[config.mk]
export PLATFORM = sky130hd
export DESIGN_NAME = switch_egress_port
export DESIGN_NICKNAME = d
export VERILOG_FILES = /design/src/rtl/switch_egress_port.sv
export SDC_FILE = /design/constraint.sdc
export NUM_CORES = 1
export LEC_CHECK = 0
export ABC_AREA = 1
export ABC_CLOCK_PERIOD_IN_PS = 3320
export BUFFER_PORTS_ARGS = -buffer_cell sky130_fd_sc_hd__buf_2
export CAP_MARGIN = 20
export CORE_MARGIN = 4
export CORE_UTILIZATION = 50
export CTS_BUF_LIST = sky130_fd_sc_hd__clkbuf_4
export CTS_CLUSTER_DIAMETER = 100
export DETAILED_ROUTE_END_ITERATION = 16
export PLACE_DENSITY_LB_ADDON = 0.25
export SLEW_MARGIN = 20
export SYNTH_ARGS = -nofsm -noshare
export SYNTH_HDL_FRONTEND = slang
export SYNTH_SLANG_ARGS = --single-unit
export TNS_END_PERCENT = 30
[constraint.sdc]
create_clock -name clk -period 3.32 [get_ports clk]
set_input_delay 0.664 -clock clk [delete_from_list [all_inputs] [get_ports clk]]
set_output_delay 0.664 -clock clk [all_outputs]
set_load 0.01 [all_outputs]
[src/rtl/switch_egress_port.sv]
// Egress port: credit-gated admission into a small flit FIFO that feeds the link,
// plus a packet tracker that pulses packet_sent as each tail flit leaves.
package switch_egress_pkg;
    localparam int VC_W = 4;

    typedef struct packed {
        logic [VC_W-1:0] vc;
        logic [31:0]     payload;
    } flit_t;
endpackage

// state | meaning
// IDLE  | next pop is a head flit; its length field is decoded
// BODY  | popping body flits; remaining_q counts the ones still owed
module switch_egress_port
    import switch_egress_pkg::*;
#(
    parameter int NUM_VCS    = 2,
    parameter int FIFO_DEPTH = 4,
    parameter int CREDIT_MAX = 8,
    parameter int LEN_LSB    = 0,
    parameter int LEN_W      = 8
) (
    input  logic               clk,
    input  logic               rst,
    input  logic               data_ready_in,
    input  flit_t              in,
    output logic [NUM_VCS-1:0] buffer_available,
    output logic               link_valid,
    output flit_t              link_flit,
    input  logic               link_ready,
    input  logic [NUM_VCS-1:0] credit_return,
    output logic               packet_sent,
    output logic               err_overflow,
    output logic               err_credit
);

    localparam int PTR_W = $clog2(FIFO_DEPTH);
    localparam int CNT_W = PTR_W + 1;
    localparam int CRD_W = $clog2(CREDIT_MAX + 1);
    localparam logic [CNT_W-1:0] DEPTH_C   = CNT_W'(FIFO_DEPTH);
    localparam logic [CRD_W-1:0] CRD_MAX_C = CRD_W'(CREDIT_MAX);

    localparam logic [0:0] ST_IDLE = 1'b0;
    localparam logic [0:0] ST_BODY = 1'b1;

    flit_t            mem_q [FIFO_DEPTH];
    logic [PTR_W-1:0] wr_ptr_q, rd_ptr_q;
    logic [CNT_W-1:0] count_q, count_d;
    logic [CRD_W-1:0] credits_q [NUM_VCS];
    logic [CRD_W-1:0] credits_d [NUM_VCS];
    logic [0:0]       state_q, state_d;
    logic [LEN_W-1:0] remaining_q, remaining_d, head_len;
    logic             packet_sent_q, err_overflow_q, err_credit_q;
    logic             credit_ok, accept, drop, pop, tail, credit_err;

    assign link_valid   = (count_q != '0);
    assign link_flit    = mem_q[rd_ptr_q];
    assign pop          = link_valid && link_ready;
    assign packet_sent  = packet_sent_q;
    assign err_overflow = err_overflow_q;
    assign err_credit   = err_credit_q;
    assign head_len     = link_flit.payload[LEN_LSB +: LEN_W];

    always_comb begin
        credit_ok = 1'b0;
        for (int v = 0; v < NUM_VCS; v++) begin
            if (in.vc == VC_W'(v) && credits_q[v] != '0) credit_ok = 1'b1;
            buffer_available[v] = (credits_q[v] != '0) && (count_q != DEPTH_C);
        end
    end

    // A pop in the same cycle frees a slot, so a full FIFO can still take a flit.
    assign accept = data_ready_in && credit_ok && ((count_q != DEPTH_C) || pop);
    assign drop   = data_ready_in && !accept;

    always_comb begin
        count_d = count_q;
        if (accept && !pop)      count_d = count_q + 1'b1;
        else if (!accept && pop) count_d = count_q - 1'b1;
    end

    always_comb begin
        credit_err = 1'b0;
        for (int v = 0; v < NUM_VCS; v++) begin
            credits_d[v] = credits_q[v];
            if (credit_return[v] && !(accept && in.vc == VC_W'(v))) begin
                if (credits_q[v] == CRD_MAX_C) credit_err = 1'b1;
                else                           credits_d[v] = credits_q[v] + 1'b1;
            end else if (!credit_return[v] && accept && in.vc == VC_W'(v)) begin
                credits_d[v] = credits_q[v] - 1'b1;
            end
        end
    end

    always_comb begin
        state_d     = state_q;
        remaining_d = remaining_q;
        tail        = 1'b0;
        if (pop) begin
            if (state_q == ST_IDLE) begin
                if (head_len == '0) begin
                    tail = 1'b1;
                end else begin
                    remaining_d = head_len;
                    state_d     = ST_BODY;
                end
            end else begin
                remaining_d = remaining_q - 1'b1;
                if (remaining_q == LEN_W'(1)) begin
                    tail    = 1'b1;
                    state_d = ST_IDLE;
                end
            end
        end
    end

    // Storage is not reset; link_valid masks stale entries.
    always_ff @(posedge clk) begin
        if (accept) mem_q[wr_ptr_q] <= in;
    end

    always_ff @(posedge clk or posedge rst) begin
        if (rst) begin
            wr_ptr_q       <= '0;
            rd_ptr_q       <= '0;
            count_q        <= '0;
            state_q        <= ST_IDLE;
            remaining_q    <= '0;
            packet_sent_q  <= 1'b0;
            err_overflow_q <= 1'b0;
            err_credit_q   <= 1'b0;
            for (int v = 0; v < NUM_VCS; v++) credits_q[v] <= CRD_MAX_C;
        end else begin
            if (accept) wr_ptr_q <= wr_ptr_q + 1'b1;
            if (pop)    rd_ptr_q <= rd_ptr_q + 1'b1;
            count_q       <= count_d;
            state_q       <= state_d;
            remaining_q   <= remaining_d;
            packet_sent_q <= tail;
            if (drop)       err_overflow_q <= 1'b1;
            if (credit_err) err_credit_q   <= 1'b1;
            for (int v = 0; v < NUM_VCS; v++) credits_q[v] <= credits_d[v];
        end
    end

endmodule

==> impl_metrics.tcl <==
set metrics [dict create \
    status "complete, no violations" \
    grt_pass1_vias 4529 \
    crit_chain "buf_4 -> o21ai_0 -> o22ai_1 -> buf_2" \
    timing.critical_path.required_ns 2.66 \
    critical_path.startpoint_type "register" \
    gpl.final_weighted_congestion 0.843 \
    vias 4646 \
    post_route_cells_drive_above_1_share_pct 19.5 \
    synth_warnings 0 \
    timing.setup.critical_path_class "register to output port" \
    power.static_leakage_nw 3.14 \
    slew_headroom_pct 51.1 \
    fp.coreArea_um2 13900 \
    timing.setup.tns_ns 0 \
    critical-path-top-delay-family "buffers and inverters" \
    final_hold_viol_count 0 \
    die_span_in_x_um 127 \
    yosysTopAreaCell "sky130_fd_sc_hd__edfxtp_1" \
    critPathArrivalTime_ns 2.23 \
    critical-path-slowest-cell "sky130_fd_sc_hd__buf_4" \
    worst_setup_path_startpoint "rd_ptr_q[0]" \
    detailedRoute.firstIterationViolations 315 \
    numCtsBuffers 17 \
    largest_net_degree_at_the_start_of_global_routing 76 \
    clkLatencyLatePin_ns 0.55 \
    die_h_um 127 \
    max-vdd-ir-drop_mv 0.355 \
    timing.critical_path.buf_inv 2 \
    drc_errors 0 \
    grt.total_usage_pct 17.9 \
    finalCriticalPeriod_ns 2.89 \
    fp-row-count 43 \
    critical_path.endpoint_type "output port" \
    max_slew.worst_pin.slew_ns 0.734 \
    synth.ff_latch_count 171 \
    finClkSkew_ns 0.0157 \
    detail_route.vias_per_cell 5.26 \
    syn_avg_cell_area_um2 11.8 \
    hold_path.class "primary input to async pin" \
    buffer_cell_driving_the_clock_tree_root "sky130_fd_sc_hd__clkbuf_4" \
    synth.cell_area_um2 7120 \
    antenna_cells 0 \
    routed_wire_length_per_instance_um 15.9 \
    htree_levels 4 \
    initial_antenna_violation_count 0 \
    slew_viol_final 0 \
    cts_buffer_depth 2 \
    synth_sequential_area_ratio_pct 70.2 \
    initial_utilization_pct 51.1 \
    period_share_pct 87.2 \
    netlist_top_cells_area "sky130_fd_sc_hd__edfxtp_1, sky130_fd_sc_hd__dfrtp_1, sky130_fd_sc_hd__nand2_1" \
    tritoncts_num_sinks 171 \
    io_buffers 83 \
    critPathMaxFanout 75 \
    fin_nets 747 \
    first_pass_detailed_route_iteration_total 5 \
    grt_overflow 0 \
    cts.clk_slew.worst_paths_ns 0.14 \
    rsz0062_at_grt "no" \
    synthDominantCellAreaShare_pct 60.7 \
    cts.repair_timing.setup_buffer_count 0 \
    total_die_area_um2 16200 \
    postSynthNetCount 659 \
    drtAntennaViolNets 0 \
    tritoncts "yes" \
    max_cap_viol_count 0 \
    finalWirelength_mm 14.0 \
    area_delta_synth_final_pct 12.6 \
    r2r_start "credits_q[1]" \
    max_clock_freq_mhz 345 \
    top_level_ports 84 \
    synth_cell_type_count 32 \
    dp_hpwl_mm 8.71 \
    powerDensity_nw_per_um2 763 \
    finalNonFillerCells 884 \
    hold_buffers 0 \
    grt_first_pass_wirelength_mm 22.7 \
    post_cts_resize_count 0 \
    netlist_instances 603 \
    timing.critical_path.slowest_cell_delay_ns 0.57 \
    timing.final.setup_violations 0 \
    post-place-cells 852 \
]
-- state kept, by name, summed over array words and instances, names as in the netlist --
name          count
err_credit        1
packet_sent       1
credits_q         8
wr_ptr_q          2
mem_q           144
rd_ptr_q          2
count_q           3
err_overflow      1
state_q           1
remaining_q       8
-- layer usage --
layer  GRT usage, %  wire length, um  vias to the layer above
li1               -                -                     2281
met1           22.5             6020                     2209
met2           30.5             7000                      129
met3           4.22              736                       27
met4           6.50              269                        0
met5              0                0                        -
-- cell families after synthesis --
family	count (synthesis)	synth area share [%]
fa+ha+maj	14	2.78
simple gates	222	12.6
compound gates	113	8.84
buf+inv	71	4.08
flops	171	70.2
xor+xnor	11	1.35
mux	1	0.158
-- placed cells by master, fill, tap and decap left out, drive strengths merged --
master / count
dfstp: 2
inv: 50
xnor2: 2
o21ai: 70
clkinvlp: 1
nand2: 99
o211ai: 1
edfxtp: 144
a31oi: 3
bufinv: 1
nand3: 28
a21oi: 7
mux2: 1
o22ai: 28
fa: 3
a21o: 1
nand4: 6
xor2: 9
dfrtp: 25
nor3: 1
ha: 11
buf: 93
o21bai: 3
nor2: 88
clkinv: 9
clkbuf: 18
-- cell type report --
type,count,area [um2]
Clock buffer,18,135
Clock inverter,14,120
Fill cell,1110,5910
Inverter,47,176
Multi-Input combinational cell,361,1860
Sequential cell,171,5000
Tap cell,180,225
Timing Repair Buffer,93,503
-- power breakdown --
| part | internal [mW] | switching (mW) |
|---|---|---|
| clock | 0.383 | 0.707 |
| sequential | 2.53 | 0.145 |
| combinational | 0.827 | 1.53 |
| total | 3.74 | 2.38 |
-- Yosys cell counts, drive strengths merged --
| library cell | count |
|---|---|
| fa | 3 |
| o21bai | 3 |
| xnor2 | 2 |
| o211ai | 1 |
| dfrtp | 25 |
| nor2 | 88 |
| nand3 | 28 |
| buf | 7 |
| ha | 11 |
| clkbuf | 17 |
| a31oi | 3 |
| edfxtp | 144 |
| xor2 | 9 |
| dfstp | 2 |
| clkinv | 1 |
| nor3 | 1 |
| nand2 | 99 |
| nand4 | 6 |
| o21ai | 70 |
| a21o | 1 |
| mux2 | 1 |
| o22ai | 28 |
| a21oi | 7 |
| inv | 46 |
-- final timing paths --
path                       slack (ns)  cells past startpoint              to
hold / removal                   0.20                      2     wr_ptr_q[0]
setup reg to reg                 0.99                     15    credits_q[3]
max in group asynchronous        2.50                      3  remaining_q[4]
setup / recovery                 0.43                      4   link_flit[33]
min in group clk                 0.32                      1     mem_q[3][5]
hold reg to reg                  0.50                      1    err_overflow
-- per-stage QoR --
stage | power, mW | area (um2) | utilization [%] | hold WS (ns) | setup slack, ns
after CTS | 6.18 | 8020 | 57.6 | 0.175 | 0.357
after floorplan | 4.27 | 7120 | - | 0.457 | 0.0990
after detailed placement | 5.10 | 7770 | 55.7 | 0.471 | 0.632
after global routing | 6.57 | 8020 | 57.6 | 0.219 | 0.264
after global placement | 5.04 | 7770 | 55.7 | 0.465 | 0.756
final | 6.12 | 8020 | 57.6 | 0.197 | 0.425
(Power assumes the default switching activity.)
